## src/rtl/ram_mutex_pkg.sv

```systemverilog
// Shared definitions for the RAM mutex and its node-side clients.
package ram_mutex_pkg;

  localparam logic [15:0] START_BASE = 16'hFC00;
  localparam logic [15:0] STOP_WORD  = 16'hFCFF;
  localparam logic [3:0]  FUNC_TAG   = 4'hC;

  typedef enum logic [1:0] {
    OpRead     = 2'b00,
    OpWrite    = 2'b01,
    OpGarbage  = 2'b10,
    OpAddFrame = 2'b11
  } mutex_op_e;

  typedef enum logic [2:0] {
    StIdle,
    StArb,
    StOp,
    StHold,
    StLocked,
    StStop
  } client_state_e;

  // One-hot byte the mutex shows in out_node[15:8] for the owning node.
  function automatic logic [7:0] grant_byte(input int unsigned node);
    return 8'h01 << node;
  endfunction

endpackage

```

## src/rtl/ram_mutex_client.sv

```systemverilog
// Node-side initiator for the shared RAM mutex: arbitrate, issue one command word,
// capture the returned byte, then either keep the lock or release it with the stop word.
module ram_mutex_client
  import ram_mutex_pkg::*;
#(
  parameter int unsigned NODE_ID       = 0,
  parameter int unsigned GRANT_TIMEOUT = 64
) (
  input  logic        CLK,
  input  logic        RST_N,
  input  logic        cmd_valid,
  output logic        cmd_ready,
  input  logic [1:0]  cmd_op,
  input  logic [7:0]  cmd_arg,
  input  logic [3:0]  cmd_prio,
  input  logic        cmd_last,
  output logic        rsp_valid,
  output logic [7:0]  rsp_data,
  output logic        rsp_err,
  output logic        busy,
  output logic [15:0] op_word,
  input  logic [15:0] grant_word
);

  localparam int unsigned    CntW      = $clog2(GRANT_TIMEOUT + 1);
  localparam logic [7:0]     GrantByte = grant_byte(NODE_ID);
  localparam logic [CntW-1:0] CntMax   = CntW'(GRANT_TIMEOUT);

  client_state_e   state_q, state_d;
  mutex_op_e       op_q, op_d;
  logic [7:0]      arg_q, arg_d;
  logic [3:0]      prio_q, prio_d;
  logic            last_q, last_d;
  logic [CntW-1:0] cnt_q, cnt_d;
  logic            rsp_valid_q, rsp_valid_d;
  logic [7:0]      rsp_data_q, rsp_data_d;
  logic            rsp_err_q, rsp_err_d;

  logic [15:0]     start_word;
  logic            grant_ok;
  logic [CntW-1:0] cnt_inc;

  assign start_word = START_BASE | {12'h000, prio_q};
  assign grant_ok   = (grant_word[15:8] == GrantByte);
  assign cnt_inc    = cnt_q + CntW'(1);

  assign rsp_valid = rsp_valid_q;
  assign rsp_data  = rsp_data_q;
  assign rsp_err   = rsp_err_q;
  assign busy      = (state_q != StIdle);

  // State, command latch, timeout counter and response registers.
  always_ff @(posedge CLK or negedge RST_N) begin
    if (!RST_N) begin
      state_q     <= StIdle;
      op_q        <= OpRead;
      arg_q       <= 8'h00;
      prio_q      <= 4'h1;
      last_q      <= 1'b0;
      cnt_q       <= '0;
      rsp_valid_q <= 1'b0;
      rsp_data_q  <= 8'h00;
      rsp_err_q   <= 1'b0;
    end else begin
      state_q     <= state_d;
      op_q        <= op_d;
      arg_q       <= arg_d;
      prio_q      <= prio_d;
      last_q      <= last_d;
      cnt_q       <= cnt_d;
      rsp_valid_q <= rsp_valid_d;
      rsp_data_q  <= rsp_data_d;
      rsp_err_q   <= rsp_err_d;
    end
  end

  // Next-state logic and the word driven to the mutex.
  always_comb begin
    state_d     = state_q;
    op_d        = op_q;
    arg_d       = arg_q;
    prio_d      = prio_q;
    last_d      = last_q;
    cnt_d       = cnt_q;
    rsp_valid_d = 1'b0;
    rsp_data_d  = 8'h00;
    rsp_err_d   = 1'b0;
    op_word     = 16'h0000;
    cmd_ready   = 1'b0;

    unique case (state_q)
      StIdle: begin
        cmd_ready = 1'b1;
        if (cmd_valid) begin
          op_d    = mutex_op_e'(cmd_op);
          arg_d   = cmd_arg;
          last_d  = cmd_last;
          prio_d  = (cmd_prio == 4'h0) ? 4'h1 : cmd_prio;
          cnt_d   = '0;
          state_d = StArb;
        end
      end
      StArb: begin
        op_word = start_word;
        // Grant is checked first so it wins over a timeout on the same edge.
        if (grant_ok) begin
          state_d = StOp;
        end else begin
          cnt_d = cnt_inc;
          if (cnt_inc == CntMax) begin
            // Abort via STOP: the grant may have just landed inside the mutex.
            rsp_valid_d = 1'b1;
            rsp_err_d   = 1'b1;
            state_d     = StStop;
          end
        end
      end
      StOp: begin
        op_word = {2'b00, op_q, FUNC_TAG, arg_q};
        state_d = StHold;
      end
      StHold: begin
        op_word     = start_word;
        rsp_valid_d = 1'b1;
        if (!grant_ok) begin
          rsp_err_d = 1'b1;
          state_d   = StStop;
        end else begin
          rsp_data_d = (op_q == OpRead) ? grant_word[7:0] : 8'h00;
          state_d    = last_q ? StStop : StLocked;
        end
      end
      StLocked: begin
        op_word   = start_word;
        cmd_ready = 1'b1;
        if (cmd_valid) begin
          op_d    = mutex_op_e'(cmd_op);
          arg_d   = cmd_arg;
          last_d  = cmd_last;
          state_d = StOp;
        end
      end
      StStop: begin
        op_word = STOP_WORD;
        state_d = StIdle;
      end
      default: state_d = StIdle;
    endcase
  end

endmodule

```

## config.mk

```make
export PLATFORM = sky130hd
export DESIGN_NAME = ram_mutex_client
export DESIGN_NICKNAME = d
export VERILOG_FILES = /design/src/rtl/ram_mutex_pkg.sv /design/src/rtl/ram_mutex_client.sv
export SDC_FILE = /design/constraint.sdc
export NUM_CORES = 1
export LEC_CHECK = 0
export ABC_AREA = 1
export CAP_MARGIN = 20
export CELL_PAD_IN_SITES_DETAIL_PLACEMENT = 1
export CELL_PAD_IN_SITES_GLOBAL_PLACEMENT = 2
export CORE_MARGIN = 1.5
export CORE_UTILIZATION = 22
export CTS_CLUSTER_DIAMETER = 50
export DETAILED_ROUTE_END_ITERATION = 8
export PLACE_DENSITY = 0.74
export SYNTH_ARGS = -nofsm -noshare
export SYNTH_HDL_FRONTEND = slang
export SYNTH_SLANG_ARGS = --single-unit
```

## constraint.sdc

```tcl
create_clock -name CLK -period 1.2 [get_ports CLK]
set_input_delay 0.18 -clock CLK [delete_from_list [all_inputs] [get_ports CLK]]
set_output_delay 0.18 -clock CLK [all_outputs]
set_load 0.03 [all_outputs]
```

Word-level counts from Yosys, hierarchy flattened
Index checks and enable logic that the tools add are counted.

Word-level logic and storage cells: 53. Flip-flop bits (word level): 35. Input bits: 34. Output and inout bits: 28.

Reduce and logical (&&, ||, !) cells: 11. Add/sub/neg operators: 1. Equal/unequal tests: 11. Multiplexer cells: 21.

Operators with widths (number): 16-bit one-hot mux with 3 select lines (1); 8-bit 2-to-1 mux (3); 3-bit one-hot mux with 5 select lines (1); 7-bit 2-to-1 mux (2); 7-bit one-hot mux with 2 select lines (1); 3-bit 2-to-1 mux (4); 8-bit by 1-bit == test with 1-bit output (second input constant) (1); 7-bit by 1-bit adder with 7-bit output (second input constant) (1); 7-bit == test (second input constant) (1); 3-bit by 2-bit == test with 1-bit output (second input constant) (2); 3-bit == test (second input constant) (2); 1-bit 2-to-1 mux (6); 2-bit inequality test (second input constant) (3); 3-bit AND reduction (2); 4-bit logical NOT (1); 4-bit 2-to-1 mux (1); 1-bit one-hot mux with 2 select lines (2); 2-bit AND reduction (2); 3-bit by 1-bit == test with 1-bit output (second input constant) (1); 3-bit logical NOT (1); 3-bit inequality test (second input constant) (1); 3-bit nonzero test (1); 3-bit OR reduction (1); 2-bit logical NOT (1); 2 further kinds (2).

Depth between registers and ports, before layout
Gate-level depths: netlist of the first run.

Word-level depth: 5. Mapped depth: 11. Depth with buffers taken out: 11.

Least setup slack after synthesis of the first run
Ideal clock, no wire load.

Path type: register to output. From: register state_q[2]. To: output op_word[12]. Data required time: 1.020 ns. Buffers on the path: 0. Setup slack: -0.486 ns. Data arrival time: 1.506 ns. Stages on the path, launching flop included: 6. Cells stage by stage: dfrtp_1 nor2_1 inv_1 nor2_4 inv_1 o21ai_0.

Longest elaborated chain between the ends: 3. Elaborated cells on any way between the ends: 7. Classes of those cells: 5 x eq/ne; 1 x mux; 1 x reduce/logical.

RTL lines: start: declaration (line ram_mutex_client.sv:29) `client_state_e state_q, state_d;`; start signal: assignment (line ram_mutex_client.sv:55) `state_q <= StIdle;`; start signal: assignment (line ram_mutex_client.sv:65) `state_q <= state_d;`; 3-bit == test (tied with other cells) (line ram_mutex_client.sv:91) `unique case (state_q)`; 3-bit OR reduction (no line); 16-bit one-hot mux with 3 select lines (*) (line ram_mutex_client.sv:91); end: declaration (line ram_mutex_client.sv:21) `output logic [15:0] op_word,`.

Every way passes the cells marked *; elsewhere a longest branch is shown, timed or not.

Worst setup path in the final report of the first run
Same ends and word-level chain as after synthesis.

==> results.yml, run 1 <==
worst_setup_path:
  r2r_slack_ns: -0.34
  path_class: "reg -> out"
  worstPathArrival_ns: 1.52
  crit_fanout: 5
  critPathLaunchType: "flop"
  end_kind: "output port"
  ff2ff_path_depth: 9
  r2r-start: "state_q[0]"
  crit_required_ns: 1.02
  r2r_end: "cnt_q[4]"
cells_and_area:
  layout_common_cells: "nand2_1, clkdlybuf4s50_1, dfrtp_1, buf_6, nand2_2"
  diodes: 0
  final_common_cell: "nand2_1"
  final_cells: 417
  fin_nets: 349
  drive_gt1_frac: 0.5587
  nFillCells: 869
  area_delta_synth_final_pct: 92.86
  final_area_um2: 3378
yosys:
  yosysWarnings: 0
  synthCells: 215
  yosysTopAreaCell: "dfrtp_1"
  synth_cell_type_count: 31
  yosys_register_bits: 35
  synth_top_area_share: 0.4857
  synthesis.area_um2: 1752
  synth_area_leaders: "dfrtp_1, nand2_1, inv_1"
  synth.avg_cell_area_um2: 8.147
  ys_seq_area_frac: 0.5007
pwr:
  vdd_drop_max_mv: 0.4468
  switching_power_w: 0.001579
  swShare: 0.3734
  power.share.clock: 0.210
  pwr-share-seq: 0.385
  leakage_nw: 1.610
  p_int_w: 0.002650
  pwr-share-comb: 0.405
  power_density_nw_per_um2: 1252
timing:
  final_hold_viol_count: 0
  fin_worst_skew_ns: 0.01111
  setup_violations: 51
  max_freq_mhz: 589.7
  fin_crit_ns: 1.696
  whs_ns: 0.3862
  setup_slack_ns: -0.4958
  slew_viol_final: 0
  rsz0062_at_grt: "true"
  finalCritPeriodShare: 1.413
cts:
  clock_latency_ns: 0.30
  htree_levels: 2
  clk_pin_slew_ns: 0.08
  cts_tree: "built"
  clock_path_buffers: 2
  cts-root-buf: "clkbuf_8"
  clock-sinks: 35
  cts_buffers: 5
floorplanning:
  die_y_um: 92.23
  io-pin-count: 62
  die_w_um: 92.23
  start_util: 0.2267
  dieArea_um2: 8506
  num_rows: 32
  core_um2: 7727
run:
  drv_cap: 0
grt:
  grt_pass1_wl_um: 9418
  antenna_found_initial: 0
  grt_max_degree: 21
  grt_pass1_vias: 1916
  grt_overflow: 0
  grt_use_total: 0.1462
routing:
  drc: 0
  wl_um: 5960
  num_vias: 1765
  wl_per_cell_um: 14.29
  drt_iter0_markers: 31
  viasPerCell: 4.233
  antenna_left: 0
  firstDrtPassIters: 4
placed_design:
  port_buffers: 59
  dpl.hpwl_um: 3855
  placedInstanceArea_um2: 2619
  globalplace.congestion: 0.7221
  dp_cells: 390
worst_hold_path:
  hold_path_class: "in -> async"
outcome:
  violations: "setup timing"
  outcome: "finished, violations left"
registers in the layout, indices dropped and copies added, names as in the netlist, 2 cells and up:
register  count
arg_q         8
cnt_q         7
op_q          2
prio_q        4
rsp_data      8
state_q       3
cells in the mapped netlist:
library cell	instances
a21oi_1	2
a22oi_1	1
a31oi_1	1
and3_1	1
buf_2	1
buf_4	5
buf_6	1
conb_1	1
dfrtp_1	34
dfstp_2	1
ha_1	1
inv_1	21
inv_2	5
nand2_1	75
nand2_2	3
nand2_4	1
nand3_1	9
nand3_2	2
nand3b_1	1
nand4_1	1
nor2_1	13
nor2_2	4
nor2_4	3
nor3_1	1
nor3b_1	8
o21ai_0	11
o21ai_1	2
o21ai_4	1
o21bai_1	1
o22ai_1	3
or2_2	1
cell type report:
cell class / instances / area, µm² / area share
clock buffers: 7 / 76.32 / 0.02259
clock inverters: 1 / 7.507 / 0.002222
inverters: 26 / 115.1 / 0.03407
multi-input cells: 148 / 1136 / 0.3363
flip-flops and latches: 35 / 880.8 / 0.2607
well taps: 102 / 127.6 / 0.03778
repair buffers: 97 / 1018 / 0.3015
repair inverters: 1 / 16.27 / 0.004815
worst max-delay path by stage:
stage	start	endpoint	slack, ns	cells after the start
finish	state_q[2]	op_word[12]	-0.50	6
global route	state_q[0]	op_word[3]	-0.59	7
CTS	state_q[0]	op_word[12]	-0.49	7
detailed placement	grant_word[11]	rsp_data[5]	-0.42	6
global placement	grant_word[11]	rsp_err	-0.35	7
floorplan	state_q[1]	op_word[11]	-0.19	6
through the flow:
step                setup slack [ns]  setup TNS [ns]  utilization  power, W
detailed placement           -0.4152          -10.69       0.3389  0.002840
floorplan                    -0.1945          -3.692            -  0.002364
finish                       -0.4958          -15.87       0.4372  0.004229
global route                 -0.5859          -19.23       0.4372  0.004505
global placement             -0.3459          -9.392       0.3389  0.002804
CTS                          -0.4897          -16.67       0.4058  0.004039
cells by family after synthesis:
family / Yosys count / synth area share
and+or+nand+nor: 123 / 0.3286
DFF: 35 / 0.5007
buffers and inverters: 33 / 0.08643
AOI/OAI and AO/OA: 22 / 0.07501
adders and majority gates: 1 / 0.007142
other: 1 / 0.002141
critical path: stages, from the launching register on:
cell	delay (ns)
dfrtp_2	0.47
inv_1	0.11
nor3_2	0.05
buf_4	0.13
nor2_4	0.20
o21ai_2	0.10
buf_6	0.14
power groups by stage:
| stage | Clock, W | Sequential (W) | Combinational, W |
|---|---|---|---|
| 6_report | 0.000888 | 0.00163 | 0.00171 |
| 5_1_grt | 0.000954 | 0.00167 | 0.00188 |
| 4_1_cts | 0.000904 | 0.00160 | 0.00153 |
| 3_5_place_dp | 0 | 0.00161 | 0.00123 |
| 3_3_place_gp | 0 | 0.00160 | 0.00120 |
| 2_1_floorplan | 0 | 0.00158 | 0.000780 |
layer usage:
layer | share of wire | vias to the layer above | GRT usage
met5 | 0 | - | 0
met4 | 0.014 | 0 | 0.04615
met3 | 0.023 | 6 | 0.02819
met2 | 0.57 | 25 | 0.2691
met1 | 0.40 | 866 | 0.1688
li1 | - | 868 | -
repair_timing:
item | 4_1_cts | 5_1_grt
resized for setup | 97 | 66
pin swaps | 12 | 28
endpoints found under the setup margin | 59 | 58
hold endpoints to repair | 34 | 0
gates cloned | 2 | 1
hold buffers | 1 | 0
setup buffers | 12 | 5
Note: power is estimated with default switching activity, not from simulation.
==> run 2: changes to the inputs <==
Settings changed: CORE_ASPECT_RATIO set to 0.6.
==> results.yml, run 2 (same netlist as run 1, synthesis figures left out) <==
floorplanning:
  die_y_um: 72.12
  die_w_um: 118.2
  core_um2: 7477
  io-pin-count: 62
  start_util: 0.2343
  num_rows: 24
  dieArea_um2: 8524
routing:
  wl_per_cell_um: 14.56
  antenna_left: 0
  viasPerCell: 4.181
  firstDrtPassIters: 4
  wl_um: 6115
  drt_iter0_markers: 81
  num_vias: 1756
  drc: 0
placed_design:
  dpl.hpwl_um: 4232
  place_ws_ns: -0.3471
  globalplace.congestion: 0.7887
  port_buffers: 59
worst_setup_path:
  ff2ff_path_depth: 11
  worstSetupPathDepth: 7
  crit_fanout: 5
  r2r-start: "state_q[0]"
  critical_path.slowest_cell: "dfrtp_1"
  critPathLaunchType: "flop"
  cpMostUsedCell: "nor2_4"
  slowest_delay_ns: 0.39
  crit_required_ns: 1.02
  r2r_end: "state_q[1]"
  end_kind: "output port"
  cp_top_family: "simple AND/OR/NAND/NOR gates"
  crit_path_end: "op_word[12]"
  worstPathArrival_ns: 1.50
  critPathLaunch: "state_q[0]"
  path_class: "reg -> out"
  cp_num_buf_inv: 2
  r2r_slack_ns: -0.29
  crit_chain: "buf_6, nor2_4, nand2_2, nand2_4, nor2_4, o21ai_2, buf_12"
cells_and_area:
  diodes: 0
  area_delta_synth_final_pct: 91.71
  fin_nets: 350
  drive_gt1_frac: 0.4905
  layout_common_cells: "nand2_1, dfrtp_1, clkdlybuf4s50_1, buf_4, nand2_2"
  final_common_cell: "nand2_1"
timing:
  whs_ns: 0.3318
  finalCritPeriodShare: 1.397
  final_hold_viol_count: 0
  fin_setup_tns_ns: -12.49
  fin_worst_skew_ns: 0.001861
  setup_violations: 45
  setup_slack_ns: -0.4762
  max_freq_mhz: 596.6
  slew_viol_final: 0
  rsz0062_at_grt: "true"
  fin_crit_ns: 1.676
grt:
  gr-usage-met2: 0.2494
  met1_usage: 0.2120
  grt_overflow: 0
  grt_use_total: 0.1554
  grt_pass1_vias: 1963
  grt_busiest_layer: "met2"
  grt_pass1_wl_um: 10090
  antenna_found_initial: 0
  grt_max_degree: 24
  met3_usage: 0.04009
cts:
  clock_latency_ns: 0.28
  cts-root-buf: "clkbuf_16"
  clock_path_buffers: 2
  htree_levels: 2
  cts_buffers: 5
  clock-sinks: 35
  clk_pin_slew_ns: 0.05
  cts_tree: "built"
worst_hold_path:
  hold_path_class: "in -> async"
pwr:
  power_density_nw_per_um2: 1395
  vdd_drop_max_mv: 0.6247
  total_power_w: 0.004686
  leakage_nw: 1.601
outcome:
  violations: "setup timing"
  outcome: "finished, violations left"
run:
  drv_cap: 0
-- run 2: changes by cell type in the layout (fill, tap and decap cells not counted), moves of 5 or more --
cell / previous run / this run
nand2_1: 35 / 51
clkbuf_8: 5 / 0
clkbuf_16: 1 / 6
nand2_2: 27 / 22
clkdlybuf4s50_1: 32 / 27
buf_4: 17 / 25
buf_6: 29 / 21
o21ai_1: 3 / 9
buf_12: 5 / 10
nand2_4: 15 / 4
-- run 2: per-stage QoR --
| step | instance area, µm² | utilization | instances |
|---|---|---|---|
| detailed placement | 2699 | 0.3609 | 393 |
| finish | 3358 | 0.4491 | 420 |
| floorplan | 1841 | - | 216 |
| CTS | 3189 | 0.4265 | 413 |
| global placement | 2699 | 0.3609 | 393 |
| global route | 3358 | 0.4491 | 420 |
-- run 2: worst register-to-register path, cell delays in order (launching register included) --
cell and delay [ns]:
dfrtp_1 0.41, buf_6 0.13, nor2_4 0.09, buf_4 0.12
buf_6 0.11, buf_6 0.11, buf_4 0.10, inv_1 0.03
nor2_2 0.10, inv_1 0.08, nand2_2 0.08, nor2_2 0.03
-- run 2: per-layer routing --
| metal | part of all wire | vias up |
|---|---|---|
| li1 | - | 872 |
| met1 | 0.50 | 837 |
| met2 | 0.46 | 42 |
| met3 | 0.033 | 5 |
| met4 | 0.0096 | 0 |
| met5 | 0 | - |
-- run 2: area by class of cell --
cell class | count | area [µm²]
fillers | 853 | 4119
repair buffers | 98 | 1061
well taps | 104 | 130.1
clock inverters | 3 | 20.02
multi-input cells | 148 | 1007
flip-flops and latches | 35 | 880.8
clock buffers | 5 | 125.1
inverters | 26 | 117.6
repair inverters | 1 | 16.27
-- run 2: power by group --
group	internal, W	switching, W	leakage, nW
Combinational	0.000882	0.000908	1.09
Clock	0.000763	0.000497	0.0658
Sequential	0.00142	0.000213	0.441
Total	0.00307	0.00162	1.60
-- run 2: worst min-delay path by stage --
| stage | slack, ns | depth (start not counted) | to |
|---|---|---|---|
| 2_1_floorplan | -0.12 | 0 | arg_q[0] |
| 3_3_place_gp | 0.09 | 1 | rsp_data[7] |
| 3_5_place_dp | 0.09 | 1 | rsp_data[5] |
| 4_1_cts | 0.32 | 2 | rsp_data[7] |
| 5_1_grt | 0.36 | 2 | prio_q[1] |
| 6_report | 0.33 | 2 | rsp_data[7] |
-- run 2: what timing repair did --
| action | CTS | global route |
|---|---|---|
| gates resized for setup | 80 | 39 |
| endpoints found under the setup margin | 57 | 56 |
| pin swaps | 23 | 14 |
| hold endpoints to repair | 12 | 0 |
| cloned | 2 | 1 |
| buffers inserted | 9 | 9 |
| hold buffers | 1 | 0 |
